`src/rtl/adc_acq_pkg.sv`:
```
// Shared types and derived-width helpers for the ADC acquisition engine.
package adc_acq_pkg;

    typedef enum logic [2:0] {
        IDLE,
        CNV,
        WAIT,
        SHIFT,
        STORE,
        GAP
    } state_e;

    // Shift cycles per conversion.
    function automatic int unsigned calc_b(input int unsigned sample_w, input int unsigned lanes);
        return sample_w / lanes;
    endfunction

    // Bits produced by one conversion across all ADCs.
    function automatic int unsigned calc_cw(input int unsigned n_adc, input int unsigned sample_w);
        return n_adc * sample_w;
    endfunction

    // Conversions packed into one output word.
    function automatic int unsigned calc_k(input int unsigned out_w, input int unsigned cw);
        return out_w / cw;
    endfunction

endpackage

```
`src/rtl/adc_lane_deser.sv`:
```
// Per-ADC deserialiser: merges LANES MSB-first interleaved SDO lanes into one sample.
module adc_lane_deser
    import adc_acq_pkg::*;
#(
    parameter int unsigned LANES    = 2,
    parameter int unsigned SAMPLE_W = 16
) (
    input  logic                clk,
    input  logic                rst_n,
    input  logic                shift_i,
    input  logic [LANES-1:0]    sdo_i,
    output logic [SAMPLE_W-1:0] sample_o
);

    logic [LANES-1:0]    ins_c;
    logic [SAMPLE_W-1:0] sr_q;
    logic [SAMPLE_W-1:0] sr_d;

    // Lane 0 carries the more significant bit of each shift group.
    always_comb begin
        ins_c = '0;
        for (int unsigned l = 0; l < LANES; l++) begin
            ins_c[LANES-1-l] = sdo_i[l];
        end
    end

    if (SAMPLE_W == LANES) begin : g_single
        assign sr_d = shift_i ? ins_c : sr_q;
    end else begin : g_multi
        assign sr_d = shift_i ? {sr_q[SAMPLE_W-LANES-1:0], ins_c} : sr_q;
    end

    always_ff @(posedge clk or negedge rst_n) begin
        if (!rst_n) begin
            sr_q <= '0;
        end else begin
            sr_q <= sr_d;
        end
    end

    assign sample_o = sr_q;

endmodule

```
`src/rtl/adc_acq_engine.sv`:
```
// Multi-ADC SAR acquisition: paced conversions, serial readout, word packing into the acquisition FIFO.
module adc_acq_engine
    import adc_acq_pkg::*;
#(
    parameter int unsigned N_ADC    = 4,
    parameter int unsigned LANES    = 2,
    parameter int unsigned SAMPLE_W = 16,
    parameter int unsigned OUT_W    = 128,
    parameter int unsigned SCK_HALF = 2,
    parameter int unsigned CNV_CYC  = 2,
    parameter int unsigned CONV_CYC = 60
) (
    input  logic                     clk,
    input  logic                     rst_n,
    input  logic                     i_start,
    input  logic                     i_stop,
    input  logic                     i_calib_done,
    input  logic                     i_debug_en,
    input  logic [31:0]              i_samples_count,
    input  logic [15:0]              i_period,
    input  logic                     i_full,
    output logic [OUT_W-1:0]         o_data,
    output logic                     o_rdy,
    output logic                     o_finished,
    output logic                     o_busy,
    output logic                     o_overflow,
    output logic                     o_adc_cnv_n,
    output logic [N_ADC-1:0]         o_adc_sck,
    input  logic [N_ADC*LANES-1:0]   i_adc_sdo
);

    localparam int unsigned B       = calc_b(SAMPLE_W, LANES);
    localparam int unsigned CW      = calc_cw(N_ADC, SAMPLE_W);
    localparam int unsigned K       = calc_k(OUT_W, CW);
    localparam int unsigned BIT_W   = (B > 1) ? $clog2(B) : 1;
    localparam int unsigned SLOT_W  = (K > 1) ? $clog2(K) : 1;
    localparam int unsigned TMR_W   = 16;
    // Natural CNV-to-CNV spacing: CNV + WAIT + SHIFT + STORE + one GAP cycle.
    localparam int unsigned MIN_LEN = CNV_CYC + CONV_CYC + 2 * SCK_HALF * B + 2;

    if ((OUT_W % CW) != 0) begin : g_bad_out_w
        $error("OUT_W must be a multiple of N_ADC*SAMPLE_W");
    end
    if ((SAMPLE_W % LANES) != 0) begin : g_bad_lanes
        $error("SAMPLE_W must be a multiple of LANES");
    end

    state_e              state_q, state_d;
    logic [TMR_W-1:0]    tmr_q, tmr_d;
    logic [BIT_W-1:0]    bit_q, bit_d;
    logic [15:0]         per_q, per_d;
    logic [15:0]         period_q, period_d;
    logic [31:0]         rem_q, rem_d;
    logic [31:0]         idx_q, idx_d;
    logic [OUT_W-1:0]    pack_q, pack_d;
    logic [SLOT_W-1:0]   slot_q, slot_d;
    logic                dbg_q, dbg_d;
    logic [OUT_W-1:0]    data_q, data_d;
    logic                rdy_q, rdy_d;
    logic                fin_q, fin_d;
    logic                ovf_q, ovf_d;
    logic                busy_q;
    logic                cnv_n_q;
    logic [N_ADC-1:0]    sck_q;

    logic                shift_c;
    logic [CW-1:0]       conv_c;
    logic [OUT_W-1:0]    word_c;
    logic [15:0]         target_c;
    logic                emit_c;
    logic [SAMPLE_W-1:0] adc_sample [N_ADC];

    assign shift_c = (state_q == SHIFT) && (tmr_q == '0);

    for (genvar a = 0; a < N_ADC; a++) begin : g_deser
        adc_lane_deser #(
            .LANES    (LANES),
            .SAMPLE_W (SAMPLE_W)
        ) u_deser (
            .clk      (clk),
            .rst_n    (rst_n),
            .shift_i  (shift_c),
            .sdo_i    (i_adc_sdo[a*LANES +: LANES]),
            .sample_o (adc_sample[a])
        );
    end

    // Conversion payload: real samples or the debug ramp.
    always_comb begin
        conv_c = '0;
        for (int unsigned a = 0; a < N_ADC; a++) begin
            conv_c[a*SAMPLE_W +: SAMPLE_W] = dbg_q ? SAMPLE_W'(idx_q + 32'(a)) : adc_sample[a];
        end
    end

    always_comb begin
        word_c = pack_q;
        for (int unsigned k = 0; k < K; k++) begin
            if (slot_q == SLOT_W'(k)) begin
                word_c[k*CW +: CW] = conv_c;
            end
        end
    end

    assign target_c = (period_q > 16'(MIN_LEN)) ? period_q : 16'(MIN_LEN);
    assign emit_c   = (slot_q == SLOT_W'(K - 1)) || (rem_q == 32'd1);

    // Next-state and datapath control.
    always_comb begin
        state_d  = state_q;
        tmr_d    = tmr_q;
        bit_d    = bit_q;
        per_d    = (per_q == 16'hFFFF) ? per_q : per_q + 16'd1;
        period_d = period_q;
        rem_d    = rem_q;
        idx_d    = idx_q;
        pack_d   = pack_q;
        slot_d   = slot_q;
        dbg_d    = dbg_q;
        data_d   = data_q;
        rdy_d    = 1'b0;
        fin_d    = 1'b0;
        ovf_d    = ovf_q;

        unique case (state_q)
            IDLE: begin
                if (i_start && i_calib_done) begin
                    rem_d    = i_samples_count;
                    period_d = i_period;
                    dbg_d    = i_debug_en;
                    ovf_d    = 1'b0;
                    pack_d   = '0;
                    slot_d   = '0;
                    idx_d    = '0;
                    tmr_d    = '0;
                    per_d    = 16'd1;
                    if (i_samples_count == 32'd0) begin
                        fin_d = 1'b1;
                    end else begin
                        state_d = CNV;
                    end
                end
            end
            CNV: begin
                if (tmr_q == TMR_W'(CNV_CYC - 1)) begin
                    state_d = WAIT;
                    tmr_d   = '0;
                end else begin
                    tmr_d = tmr_q + 1'b1;
                end
            end
            WAIT: begin
                bit_d = '0;
                if (tmr_q == TMR_W'(CONV_CYC - 1)) begin
                    state_d = SHIFT;
                    tmr_d   = '0;
                end else begin
                    tmr_d = tmr_q + 1'b1;
                end
            end
            SHIFT: begin
                if (tmr_q == TMR_W'(2 * SCK_HALF - 1)) begin
                    tmr_d = '0;
                    if (bit_q == BIT_W'(B - 1)) begin
                        state_d = STORE;
                    end else begin
                        bit_d = bit_q + 1'b1;
                    end
                end else begin
                    tmr_d = tmr_q + 1'b1;
                end
            end
            STORE: begin
                if (emit_c) begin
                    pack_d = '0;
                    slot_d = '0;
                    if (i_full) begin
                        ovf_d = 1'b1;
                    end else begin
                        rdy_d  = 1'b1;
                        data_d = word_c;
                    end
                end else begin
                    pack_d = word_c;
                    slot_d = slot_q + 1'b1;
                end
                rem_d = rem_q - 32'd1;
                idx_d = idx_q + 32'd1;
                if (rem_q == 32'd1) begin
                    fin_d   = 1'b1;
                    state_d = IDLE;
                end else begin
                    state_d = GAP;
                end
            end
            GAP: begin
                if (per_q >= target_c) begin
                    state_d = CNV;
                    tmr_d   = '0;
                    per_d   = 16'd1;
                end
            end
            default: state_d = IDLE;
        endcase

        // Abort overrides everything: drop the partial word and report completion.
        if ((state_q != IDLE) && i_stop) begin
            state_d = IDLE;
            tmr_d   = '0;
            pack_d  = '0;
            slot_d  = '0;
            data_d  = data_q;
            rdy_d   = 1'b0;
            ovf_d   = ovf_q;
            fin_d   = 1'b1;
        end
    end

    always_ff @(posedge clk or negedge rst_n) begin
        if (!rst_n) begin
            state_q  <= IDLE;
            tmr_q    <= '0;
            bit_q    <= '0;
            per_q    <= '0;
            period_q <= '0;
            rem_q    <= '0;
            idx_q    <= '0;
            pack_q   <= '0;
            slot_q   <= '0;
            dbg_q    <= 1'b0;
            data_q   <= '0;
            rdy_q    <= 1'b0;
            fin_q    <= 1'b0;
            ovf_q    <= 1'b0;
            busy_q   <= 1'b0;
            cnv_n_q  <= 1'b1;
            sck_q    <= '0;
        end else begin
            state_q  <= state_d;
            tmr_q    <= tmr_d;
            bit_q    <= bit_d;
            per_q    <= per_d;
            period_q <= period_d;
            rem_q    <= rem_d;
            idx_q    <= idx_d;
            pack_q   <= pack_d;
            slot_q   <= slot_d;
            dbg_q    <= dbg_d;
            data_q   <= data_d;
            rdy_q    <= rdy_d;
            fin_q    <= fin_d;
            ovf_q    <= ovf_d;
            busy_q   <= (state_d != IDLE);
            cnv_n_q  <= (state_d != CNV);
            sck_q    <= {N_ADC{(state_d == SHIFT) && (tmr_d < TMR_W'(SCK_HALF))}};
        end
    end

    assign o_data      = data_q;
    assign o_rdy       = rdy_q;
    assign o_finished  = fin_q;
    assign o_busy      = busy_q;
    assign o_overflow  = ovf_q;
    assign o_adc_cnv_n = cnv_n_q;
    assign o_adc_sck   = sck_q;

endmodule
```
`config.mk`:
```
export PLATFORM = sky130hd
export DESIGN_NAME = adc_acq_engine
export DESIGN_NICKNAME = d
export VERILOG_FILES = /design/src/rtl/adc_acq_pkg.sv /design/src/rtl/adc_lane_deser.sv /design/src/rtl/adc_acq_engine.sv
export SDC_FILE = /design/constraint.sdc
export NUM_CORES = 1
export LEC_CHECK = 0
export ABC_AREA = 0
export ABC_CLOCK_PERIOD_IN_PS = 5200
export CORE_MARGIN = 1
export CORE_UTILIZATION = 50
export CTS_CLUSTER_SIZE = 28
export DETAILED_ROUTE_END_ITERATION = 8
export PLACE_DENSITY_LB_ADDON = 0.25
export SLEW_MARGIN = 20
export SYNTH_ARGS = -nofsm -noshare
export SYNTH_HDL_FRONTEND = slang
export SYNTH_SLANG_ARGS = --single-unit
export TNS_END_PERCENT = 30
```
`constraint.sdc`:
```
create_clock -name clk -period 5.2 [get_ports clk]
set_input_delay 0.78 -clock clk [delete_from_list [all_inputs] [get_ports clk]]
set_output_delay 0.78 -clock clk [all_outputs]
set_load 0.02 [all_outputs]
```
======== Word level (Yosys, flattened, before mapping) ========
Index checks and enable logic that the tools add are counted.
word-level totals
  output and inout bits ................... 137
  word-level logic and storage cells ...... 127
  bits of input ports ..................... 63
  bits in registers ....................... 446
cells by class
  $lt $le $gt $ge ......................... 3
  reductions and logical operators ........ 19
  equal/unequal tests ..................... 19
  muxes and demuxes ....................... 55
  bitwise operators ....................... 2
  add/subtract/negate cells ............... 8
operators by type and width
  operator                                                                 count
  128-bit 2-to-1 mux                                                       3
  128-bit case mux with 2 select lines                                     1
  16-bit 2-to-1 mux                                                        14
  64-bit 2-to-1 mux                                                        2
  32-bit case mux with 2 select lines                                      2
  16-bit case mux with 5 select lines                                      1
  32-bit 2-to-1 mux                                                        2
  3-bit 2-to-1 mux                                                         11
  16-bit by 1-bit adder with 16-bit output (second input constant)         2
  16-bit by 2-bit adder with 16-bit output (second input constant)         2
  32-bit by 1-bit adder with 32-bit output (second input constant)         1
  32-bit by 1-bit equality test with 1-bit output (second input constant)  1
  32-bit zero test                                                         1
  16-bit case mux with 2 select lines                                      1
  32-bit by 1-bit subtractor with 32-bit output (second input constant)    1
  3-bit case mux with 6 select lines                                       1
  16-bit by 1-bit equality test with 1-bit output (second input constant)  1
  16-bit equality test (second input constant)                             1
  16-bit by 2-bit equality test with 1-bit output (second input constant)  1
  16-bit by 6-bit equality test with 1-bit output (second input constant)  1
  16-bit greater-or-equal comparator                                       1
  16-bit by 7-bit > comparator with 1-bit output (second input constant)   1
  16-bit zero test                                                         1
  16-bit by 2-bit < comparator with 1-bit output (second input constant)   1
  other kinds (22)                                                         52

======== Depth between registers and ports, before layout ========
Gate-level depths: netlist (run 1).
  word-level depth ........................ 8
  depth in mapped cells ................... 14
  gate-level depth less buffers ........... 13

======== Hierarchy ========
Synthesis (run 1) repeated with hierarchy kept, for this count alone.
unflattened totals
  cells, all modules ...................... 2037
  area total of the unflattened synthesis .. 20260.7 µm²
modules (own cells, without submodules)
  module          instances  seq. area each (µm²)  cells an instance  area an instance (µm²)
  adc_acq_engine  1          9160.0                1901               17663.2
  adc_lane_deser  4          400.4                 34                 649.4

======== Worst setup path after synthesis (run 1) ========
No wires, ideal clock.
  kind .................................... flip-flop to flip-flop
  from .................................... register period_q[3]
  to ...................................... register, netlist name o_adc_sck[0]
  buffers on the path ..................... 1
  data required time ...................... 5.099 ns
  data arrival time ....................... 3.523 ns
  cell stages (with the launch flop) ...... 15
  path slack .............................. 1.576 ns
  setup time .............................. 0.101 ns
  clock period less this slack ............ 3.624 ns
  cells stage by stage .................... dfrtp_1 -> or4_1 -> o211ai_1 -> nand4_1 -> nor2b_1 -> ha_1 -> nand2_1 -> or4_1 -> a31oi_1 -> o32ai_1 -> clkbuf_1 -> nand2_1 -> o211ai_1 -> or4_1 -> nor4_1
between the ends
  cells in the longest elaborated chain, start to end .. 8
  elaborated cells between the ends (all ways) .. 12
  classes of those cells .................. order compare (3); eq/ne (1); mux (7); reduce/logical (1)
ends and longest elaborated chain
  item                                                line                   source
  start: declaration                                  adc_acq_engine.sv:52   logic [15:0] period_q, period_d;
  start signal: assignment                            adc_acq_engine.sv:243  period_q <= period_d;
  16-bit by 7-bit > comparator with 1-bit output      adc_acq_engine.sv:105  assign target_c = (period_q > 16'(MIN_LEN)) ? period_q : 16'(MIN_LEN);
  16-bit 2-to-1 mux (*)                               adc_acq_engine.sv:105
  16-bit greater-or-equal comparator (*)              adc_acq_engine.sv:197  if (per_q >= target_c) begin
  16-bit 2-to-1 mux (*)                               adc_acq_engine.sv:197
  16-bit case mux with 5 select lines (*)             adc_acq_engine.sv:125  unique case (state_q)
  16-bit 2-to-1 mux (*)                               adc_acq_engine.sv:207  if ((state_q != IDLE) && i_stop) begin
  net tmr_d[6]                                        adc_acq_engine.sv:49   logic [TMR_W-1:0] tmr_q, tmr_d;
  16-bit by 2-bit < comparator with 1-bit output (*)  adc_acq_engine.sv:255  sck_q <= {N_ADC{(state_d == SHIFT) && (tmr_d < TMR_W'(SCK_HALF))}};
  1-bit logical AND (*)                               adc_acq_engine.sv:255
Mark *: on every way through the listed nets, which the timed path passes. The rest lies on a longest branch.
A chain may end at the register's enable or synchronous reset.

======== Worst setup path in the final report (run 1) ========
  from .................................... register period_q[3]
  to ...................................... register, netlist name o_adc_sck[0]
between the ends
  cells in the longest elaborated chain, start to end .. 8
  elaborated cells between the ends (all ways) .. 12
  classes of those cells .................. order compare (3); eq/ne (1); mux (7); reduce/logical (1)
ends and longest elaborated chain
  item                                                line
  16-bit by 7-bit > comparator with 1-bit output      adc_acq_engine.sv:105
  16-bit 2-to-1 mux (*)                               adc_acq_engine.sv:105
  16-bit greater-or-equal comparator (*)              adc_acq_engine.sv:197
  16-bit 2-to-1 mux (*)                               adc_acq_engine.sv:197
  16-bit case mux with 5 select lines (*)             adc_acq_engine.sv:125
  16-bit 2-to-1 mux (*)                               adc_acq_engine.sv:207
  net tmr_d[14]                                       adc_acq_engine.sv:49
  16-bit by 2-bit < comparator with 1-bit output (*)  adc_acq_engine.sv:255
  1-bit logical AND (*)                               adc_acq_engine.sv:255
Marks and branches as above.

==> flow_metrics.py, run 1 <==
metrics = {
    "status": {
        "status": "finished, final reports clean",
    },
    "layout": {
        "multi_input_area_sq_um": 8750,
        "drive_gt1_share_pct": 8.71,
        "layout_common_cells": "dfrtp_1, nand2_1, nor2_1, clkdlybuf4s50_1, a21oi_1",
        "fin_area_sq_um": 24200,
        "fillCellCount": 3332,
        "n_antenna_cell": 0,
        "syn_to_final_growth_pct": 19.9,
        "layout_commonest_cell": "dfrtp_1",
        "fin_util_pct": 60.8,
        "seq_area_sq_um": 10800,
        "nNetsFinal": 2304,
        "layoutNonFillerInstCount": 2775,
    },
    "logic_synthesis": {
        "syn-num-nets": 2169,
        "ys_seq_elements": 430,
        "avgSynthCellArea_sq_um": 9.70,
        "async_flop_share_pct": 100,
        "seq_area_frac_synth_pct": 53.4,
        "synth-edff-count": 0,
        "synthDistinctLibCells": 75,
        "synthCells": 2078,
        "ys_warn_count": 0,
        "synth_flop_cell": "dfrtp_1",
        "mappedNetlistArea_sq_um": 20200,
    },
    "setup_path": {
        "worst-path-max-fanout": 11,
        "crit_chain": "or4_1, o211ai_1, nand4_1, nor2b_1, ha_1, nand2_1, or4_1, a31oi_1, o32ai_1, buf_4, a21oi_1, o21ai_0, or4_1, nor4_1",
        "r2r-end": "o_adc_sck[0]",
        "slowest_delay_ns": 0.53,
        "r2r_start": "period_q[3]",
        "crit_end": "o_adc_sck[0]",
        "r2r_cells": 14,
        "cp-startpoint": "period_q[3]",
        "reg2reg_slack_ns": 1.09,
        "arrival_ns": 4.60,
        "cpMostUsedCell": "or4_1",
        "slowest_stage": "or4_1",
        "critPathRequiredTime_ns": 5.69,
        "crit_type": "register to register",
        "end_kind": "register",
        "crit_path_start_kind": "register",
    },
    "cts": {
        "cts_root_buf": "clkbuf_16",
        "numClockSinks": 430,
        "cts.hold.buffers_added": 0,
        "cts_htree_levels": 2,
        "cts_buffers": 47,
        "clkLatencyLatePin_ns": 0.61,
        "cts_tree": "built",
        "cts_resized": 0,
        "clk_pin_slew_ns": 0.06,
        "clockBufferDepth": 3,
        "cts_setup_buffers": 0,
    },
    "place": {
        "dp_worst_setup_slack_ns": 1.09,
        "dpl-instance-area_sq_um": 22500,
        "place.gp.congestion": 0.879,
        "dp.cells": 2688,
        "hpwl_mm": 35.9,
        "portBuffers": 199,
    },
    "detailed_routing": {
        "dr.pass1.iters": 5,
        "vias": 15800,
        "routed_wirelength_mm": 53.2,
        "wl_per_cell_microns": 19.2,
        "drt-initial-drc-count": 1130,
        "antenna_left": 0,
        "route.detailed.drc": 0,
        "viasPerCell": 5.70,
    },
    "pwr": {
        "ir_worst_vdd_v": 0.000236,
        "p_per_area_nw_per_um2": 418,
        "p_leak_nw": 10.7,
        "power_mw": 10.1,
    },
    "timing": {
        "rsz0062_at_grt": "false",
        "setup_viol": 0,
        "period_share_pct": 79.1,
        "tns_ns": 0,
        "hold_viol": 0,
        "finalClockSkew_ns": 0.0271,
        "fin_ws_ns": 1.09,
        "max_freq_ghz": 0.243,
        "holdWs_ns": 0.196,
        "period_minus_slack_ns": 4.11,
        "drv_slew": 0,
        "relSlewSlack_pct": 30.5,
        "worst_pin_slew_ns": 1.04,
    },
    "grt": {
        "grt_max_degree": 116,
        "grt_pass1_wl_mm": 85.8,
        "grt_pass1_vias": 15500,
        "gr-usage-all-layers_pct": 26.3,
        "antenna_found_initial": 0,
        "gr-total-overflow": 0,
    },
    "floorplanning": {
        "die_w_microns": 203,
        "die-area_sq_um": 41100,
        "initial_core_util_pct": 50.7,
        "rows": 73,
        "die_y_microns": 203,
        "pin_count": 200,
        "core_area_sq_um": 39700,
    },
    "min_path": {
        "hp-class": "input pin to async pin",
    },
    "flow_run": {
        "drv_cap": 0,
    },
}
==> Yosys cell counts (all sizes together) (2+ instances only) <==
cell    count  area [sq um]
dfrtp     429         10700
nand2     268          1010
nor2      232           871
o21ai     203          1020
a21oi     187           936
clkbuf    101           383
mux2i      94           941
mux2       65           732
nor2b      61           382
nand3      37           190
buf        36           169
inv        34           128
xnor2      30           263
ha         28           350
nor3       27           140
nand4      22           144
nor4       21           153
xor2       21           184
a22o       19           166
and3       16           100
o211ai     13          97.6
or3        12          80.1
nand2b     11          68.8
a31oi      10          62.6
o31ai      10          80.1
a311oi      8          76.3
or4         8          67.6
a21o        6          45.0
o22ai       6          37.5
a211oi      5          37.5
and2        5          31.3
or2         5          31.3
a211o       4          35.0
o21a        4          30.0
o311ai      4          35.0
a221o       3          30.0
a22oi       3          22.5
and3b       3          26.3
and4        3          26.3
o32ai       3          26.3
nor3b       2          26.3
==> power by group <==
group	total, mW	switching [mW]	internal [mW]
clock	3.48	1.40	2.08
combinational	2.37	1.48	0.893
sequential	4.25	0.501	3.75
==> flip-flops by register name, indices dropped and copies added (netlist names) <==
name and cells:
pack_q 128, o_data 128, o_rdy 1, tmr_q 16, o_adc_cnv_n 1, o_overflow 1
per_q 16, slot_q 1, state_q 3, bit_q 3, period_q 16, o_busy 1
o_adc_sck 1, dbg_q 1, idx_q 16, o_finished 1, g_deser.u_deser.sample_o 64, rem_q 32
==> how the worst min path moves through the flow <==
stage,startpoint,endpoint,slack [ns]
finish,rst_n,o_finished,0.20
global route,rst_n,o_finished,0.29
CTS,rst_n,o_finished,0.26
detailed placement,o_data[97],o_data[97],0.46
global placement,pack_q[12],pack_q[12],0.46
floorplan,pack_q[12],pack_q[12],0.44
==> worst max-delay path: cells and delay by family, from the launching register on <==
family | cells | cell delay [ns]
AOI/OAI and AO/OA | 5 | 0.89
buffers and inverters | 1 | 0.22
DFF | 1 | 0.39
adders and majority gates | 1 | 0.27
and+or+nand+nor | 7 | 2.27
==> per-layer routing <==
layer / wire length, microns / track usage, % / part of all wire, %
met5: 0 / 0 / 0
met4: 1080 / 7.36 / 2.0
met3: 2610 / 3.34 / 4.9
met2: 25000 / 41.7 / 47
met1: 24400 / 38.0 / 46
==> area by class of cell <==
cell class / count / share of cell area (%)
tap: 525 / 2.72
timing repair buffer: 223 / 9.22
inverter: 35 / 0.559
multi-input combinational: 1476 / 36.2
sequential: 430 / 44.6
clock buffer: 66 / 5.62
clock inverter: 20 / 1.12
==> cell families (layout without fill, tap and decap cells) <==
family | Yosys count | count (layout) | share of synthesized area (%)
buffers and inverters | 172 | 344 | 3.39
AO/OA/AOI/OAI | 500 | 500 | 14.1
adder cells (fa/ha/maj) | 28 | 28 | 1.74
XOR/XNOR | 51 | 51 | 2.22
AND/OR/NAND/NOR | 738 | 738 | 16.8
flip-flops | 430 | 430 | 53.4
multiplexers | 159 | 159 | 8.30
Note: power is estimated with default switching activity, not from simulation.
==> inputs of run 2 (changes only) <==
- ABC_CLOCK_PERIOD_IN_PS: 5200 -> 4250
- clock period: 5.2 -> 4.25 ns (I/O delays scaled with it)
==> run 2 against run 1 <==
Effect of this change: flip-flop and latch count stayed put; highest routed layer unchanged; wire length grew 1.3%; largest power group unchanged; critical endpoint unchanged; via count grew 0.63%; combinational power up 28%; die area did not move; clock power rose by 20%; critical path depth unchanged; first-iteration DRC count shrank 3.5%.
==> flow_metrics.py, run 2 (same netlist as run 1, synthesis figures left out) <==
metrics = {
    "detailed_routing": {
        "route.detailed.drc": 0,
        "antenna_left": 0,
        "vias": 15900,
        "wl_per_cell_microns": 19.4,
        "dr.pass1.iters": 5,
        "drt-initial-drc-count": 1091,
        "viasPerCell": 5.72,
        "routed_wirelength_mm": 53.9,
    },
    "timing": {
        "relSlewSlack_pct": 29.9,
        "period_share_pct": 92.1,
        "hold_viol": 0,
        "rsz0062_at_grt": "false",
        "worst_pin_slew_ns": 1.05,
        "setup_viol": 0,
        "fin_ws_ns": 0.336,
        "period_minus_slack_ns": 3.91,
        "max_freq_ghz": 0.255,
        "tns_ns": 0,
        "drv_slew": 0,
        "holdWs_ns": 0.0790,
        "finalClockSkew_ns": 0.0168,
    },
    "floorplanning": {
        "die_w_microns": 203,
        "rows": 73,
        "core_area_sq_um": 39700,
        "initial_core_util_pct": 50.7,
        "die-area_sq_um": 41100,
        "pin_count": 200,
        "die_y_microns": 203,
    },
    "layout": {
        "syn_to_final_growth_pct": 20.2,
        "layout_common_cells": "dfrtp_1, nand2_1, nor2_1, clkdlybuf4s50_1, a21oi_1",
        "drive_gt1_share_pct": 8.91,
        "multi_input_area_sq_um": 8760,
        "fillCellCount": 3358,
        "n_antenna_cell": 0,
        "seq_area_sq_um": 10800,
        "layout_commonest_cell": "dfrtp_1",
        "nNetsFinal": 2310,
    },
    "place": {
        "hpwl_mm": 36.3,
        "place.gp.congestion": 0.884,
        "portBuffers": 199,
        "dp_worst_setup_slack_ns": 0.138,
    },
    "setup_path": {
        "crit_path_start_kind": "register",
        "slowest_stage": "or4_1",
        "end_kind": "register",
        "crit_type": "register to register",
        "critPathRequiredTime_ns": 4.73,
        "crit_chain": "or4_1, o211ai_1, nand4_1, nor2b_1, ha_1, nand2_1, or4_1, a31oi_2, o32ai_2, buf_4, a21oi_1, o21ai_0, or4_1, nor4_1",
        "cpMostUsedCell": "or4_1",
        "arrival_ns": 4.39,
        "worst-path-max-fanout": 8,
        "slowest_delay_ns": 0.52,
    },
    "cts": {
        "clk_pin_slew_ns": 0.06,
        "cts_root_buf": "clkbuf_16",
        "cts_resized": 0,
        "cts_buffers": 45,
        "cts_tree": "built",
        "cts.hold.buffers_added": 0,
        "cts_setup_buffers": 0,
        "cts_htree_levels": 2,
        "numClockSinks": 430,
        "clkLatencyLatePin_ns": 0.59,
        "clockBufferDepth": 3,
    },
    "pwr": {
        "p_leak_nw": 10.7,
        "ir_worst_vdd_v": 0.000287,
        "p_per_area_nw_per_um2": 510,
        "power_mw": 12.3,
    },
    "status": {
        "status": "finished, final reports clean",
    },
    "grt": {
        "grt_pass1_vias": 15900,
        "antenna_found_initial": 0,
        "gr-usage-all-layers_pct": 26.7,
        "grt_pass1_wl_mm": 87.2,
        "grt_max_degree": 116,
        "gr-total-overflow": 0,
    },
    "min_path": {
        "hp-class": "input pin to async pin",
    },
    "flow_run": {
        "drv_cap": 0,
    },
}
run 2: routing by layer:
| layer | part of all wire (%) | up-vias | GRT usage [%] | routed length, microns |
|---|---|---|---|---|
| met4 | 2.8 | 0 | 8.92 | 1500 |
| met1 | 44 | 7836 | 36.8 | 23800 |
| met2 | 47 | 482 | 42.9 | 25500 |
| met3 | 5.7 | 95 | 4.54 | 3060 |
| met5 | 0 | - | 0 | 0 |
| li1 | - | 7491 | - | - |
run 2: worst max-delay path, delay by kind of cell, from the launching register on:
family                     cells  cell delay (ns)
buffers and inverters          1             0.23
DFF                            1             0.38
and+or+nand+nor                7             2.09
AOI/OAI and AO/OA              5             0.85
adders and majority gates      1             0.26
run 2: layout make-up:
type                            instances  share of cell area, %
Tap cell                              525                   2.71
Multi-Input combinational cell       1476                   36.2
Inverter                               35                  0.563
Sequential cell                       430                   44.5
Clock inverter                         21                   1.26
Clock buffer                           63                   5.22
Timing Repair Buffer                  231                   9.60
run 2: path summary, 6_finish.rpt:
kind	end	depth (start not counted)	from	slack (ns)
setup / recovery	o_adc_sck[0]	14	period_q[3]	0.34
hold / removal	rem_q[7]	1	rst_n	0.08
setup reg to reg	o_adc_sck[0]	14	period_q[3]	0.34
hold reg to reg	o_data[97]	2	o_data[97]	0.48
max in group asynchronous	pack_q[103]	2	rst_n	3.11
min in group clk	o_data[97]	2	o_data[97]	0.48
run 2: power by group:
group          internal [mW]  switching, mW  leakage, nW  total, mW
registers               4.58          0.544         5.72       5.13
logic                   1.11           1.92         4.25       3.03
clock network           2.52           1.67        0.775       4.18
run 2: per-stage QoR:
step           area (sq um)  util [%]  instances
6_report              24200      60.9       2781
2_1_floorplan         20200         -       2078
3_5_place_dp          22600      56.9       2696
3_3_place_gp          22600      56.9       2696
4_1_cts               24200      60.9       2780
5_1_grt               24200      60.9       2781
==> inputs of run 3 (changes only) <==
- ABC_CLOCK_PERIOD_IN_PS: 4250 -> 3300
- clock period: 4.25 -> 3.3 ns (I/O delays scaled with it)
==> run 3 against run 2 <==
Effect of this change: the flow now finishes with violations (negative setup slack); flip-flop and latch count is the same; fmax grew 3.2%; non-clock buffer count grew 47; sequential power grew 27%; global-route usage shrank 0.11 points; via count grew 0.97%; hold slack gained 0.36 ns; cell count grew 1.8%; die area is the same; critical path depth shrank 1; combinational power grew 44%; critical endpoint unchanged.
==> flow_metrics.py, run 3 (same netlist as run 1, synthesis figures left out) <==
metrics = {
    "cts": {
        "cts_tree": "built",
        "clkLatencyLatePin_ns": 0.59,
        "cts_htree_levels": 2,
        "numClockSinks": 430,
        "cts_root_buf": "clkbuf_16",
        "cts_buffers": 46,
        "clockBufferDepth": 3,
        "clk_pin_slew_ns": 0.06,
    },
    "place": {
        "portBuffers": 199,
        "dpl-instance-area_sq_um": 23100,
        "place.gp.congestion": 0.891,
        "hpwl_mm": 36.7,
    },
    "layout": {
        "drive_gt1_share_pct": 11.5,
        "seq_area_sq_um": 10800,
        "fillCellCount": 3244,
        "fin_area_sq_um": 24700,
        "multi_input_area_sq_um": 8850,
        "n_antenna_cell": 0,
        "layout_commonest_cell": "dfrtp_1",
        "nNetsFinal": 2359,
        "syn_to_final_growth_pct": 22.7,
        "layout_common_cells": "dfrtp_1, nand2_1, nor2_1, clkdlybuf4s50_1, a21oi_1",
        "fin_util_pct": 62.2,
    },
    "floorplanning": {
        "die_w_microns": 203,
        "die_y_microns": 203,
        "rows": 73,
        "initial_core_util_pct": 50.7,
        "die-area_sq_um": 41100,
        "core_area_sq_um": 39700,
        "pin_count": 200,
    },
    "setup_path": {
        "end_kind": "register",
        "critPathRequiredTime_ns": 3.80,
        "cp_top_family": "simple AND/OR/NAND/NOR gates",
        "arrival_ns": 4.29,
        "crit_path_start_kind": "register",
        "cpMostUsedCell": "or4_4",
        "crit_chain": "or4_4, o211ai_1, nand4_1, nor2b_2, ha_1, nand2_2, or4_4, a31oi_4, o32ai_4, buf_6, a21o_1, or4_4, nor4_4",
        "crit_type": "register to register",
        "worst-path-max-fanout": 6,
        "slowest_delay_ns": 0.54,
        "critPathBufInv": 1,
        "slowest_stage": "or4_4",
    },
    "pwr": {
        "p_per_area_nw_per_um2": 653,
        "p_leak_nw": 11.0,
        "ir_worst_vdd_v": 0.000381,
    },
    "timing": {
        "max_freq_ghz": 0.264,
        "period_share_pct": 115,
        "period_minus_slack_ns": 3.79,
        "hold_viol": 0,
        "drv_slew": 0,
        "setup_viol": 23,
        "holdWs_ns": 0.438,
        "worst_pin_slew_ns": 1.02,
        "rsz0062_at_grt": "true",
        "fin_ws_ns": -0.494,
        "finalClockSkew_ns": 0.0125,
        "relSlewSlack_pct": 32.2,
    },
    "detailed_routing": {
        "vias": 16100,
        "dr.pass1.iters": 5,
        "antenna_left": 0,
        "route.detailed.drc": 0,
        "drt-initial-drc-count": 1171,
        "routed_wirelength_mm": 53.7,
        "wl_per_cell_microns": 19.0,
        "viasPerCell": 5.67,
    },
    "grt": {
        "grt_max_degree": 116,
        "gr-total-overflow": 0,
        "grt_pass1_vias": 16100,
        "grt_pass1_wl_mm": 87.1,
        "gr-usage-all-layers_pct": 26.6,
        "antenna_found_initial": 0,
    },
    "flow_run": {
        "drv_cap": 0,
    },
    "status": {
        "violations": "negative setup slack",
        "status": "finished with violations",
    },
    "min_path": {
        "hp-class": "input pin to async pin",
    },
}
## run 3: cell types whose count changed in the layout (fill, tap and decap cells not counted), sizes merged
cell         before  now
clkbuf           63   66
dlygate4sd3       0    1
clkinvlp          1    2
inv              38   36
bufinv            7    3
buf              33   79
and2              5    6
clkinv           10   13
## run 3: final cells by class
type,instances,area share [%]
clock buffer,66,5.45
clock inverter,19,0.784
inverter,35,0.547
multi-input combinational,1477,35.8
sequential,430,43.5
tap,525,2.66
timing repair buffer,278,11.2
## run 3: worst paths after layout
| kind | from | to | slack [ns] | cells past startpoint |
|---|---|---|---|---|
| worst max-delay path | period_q[3] | o_adc_sck[0] | -0.49 | 13 |
| worst min-delay path | rst_n | rem_q[7] | 0.44 | 2 |
| worst max register to register | period_q[3] | o_adc_sck[0] | -0.49 | 13 |
| min in group clk | i_period[5] | period_q[5] | 0.44 | 3 |
| max in group asynchronous | rst_n | pack_q[110] | 1.93 | 3 |
| worst min register to register | pack_q[47] | pack_q[47] | 0.48 | 2 |
## run 3: power by group
part	switching [mW]	leakage (nW)	internal (mW)
Clock	2.19	0.766	3.09
Combinational	2.66	4.54	1.70
Sequential	0.616	5.72	5.90
## run 3: layer usage
metal  vias to the layer above  share of wire, %  track usage, %
met5                         -                 0               0
met4                         0               2.1            7.38
met3                        80               5.1            4.14
li1                       7601                 -               -
met1                      7918                45            37.6
met2                       460                48            42.6
## run 3: metrics by stage
stage	TNS [ns]	std cells	worst slack (ns)	power [mW]
2_1_floorplan	-0.260	2078	-0.260	9.05
3_3_place_gp	-4.77	2744	-0.488	10.7
3_5_place_dp	-5.70	2744	-0.554	10.8
4_1_cts	-1.32	2831	-0.481	16.2
5_1_grt	-9.45	2830	-0.714	17.0
6_report	-2.40	2830	-0.494	16.1
## run 3: repair_timing
action                                  4_1_cts  5_1_grt
gates resized for setup                      10       18
buffers inserted                              0        0
endpoints found under the setup margin       23       35
hold endpoints to repair                     50        0
gates cloned                                  1        0
pin swaps                                     1        5
hold buffers                                  1        0
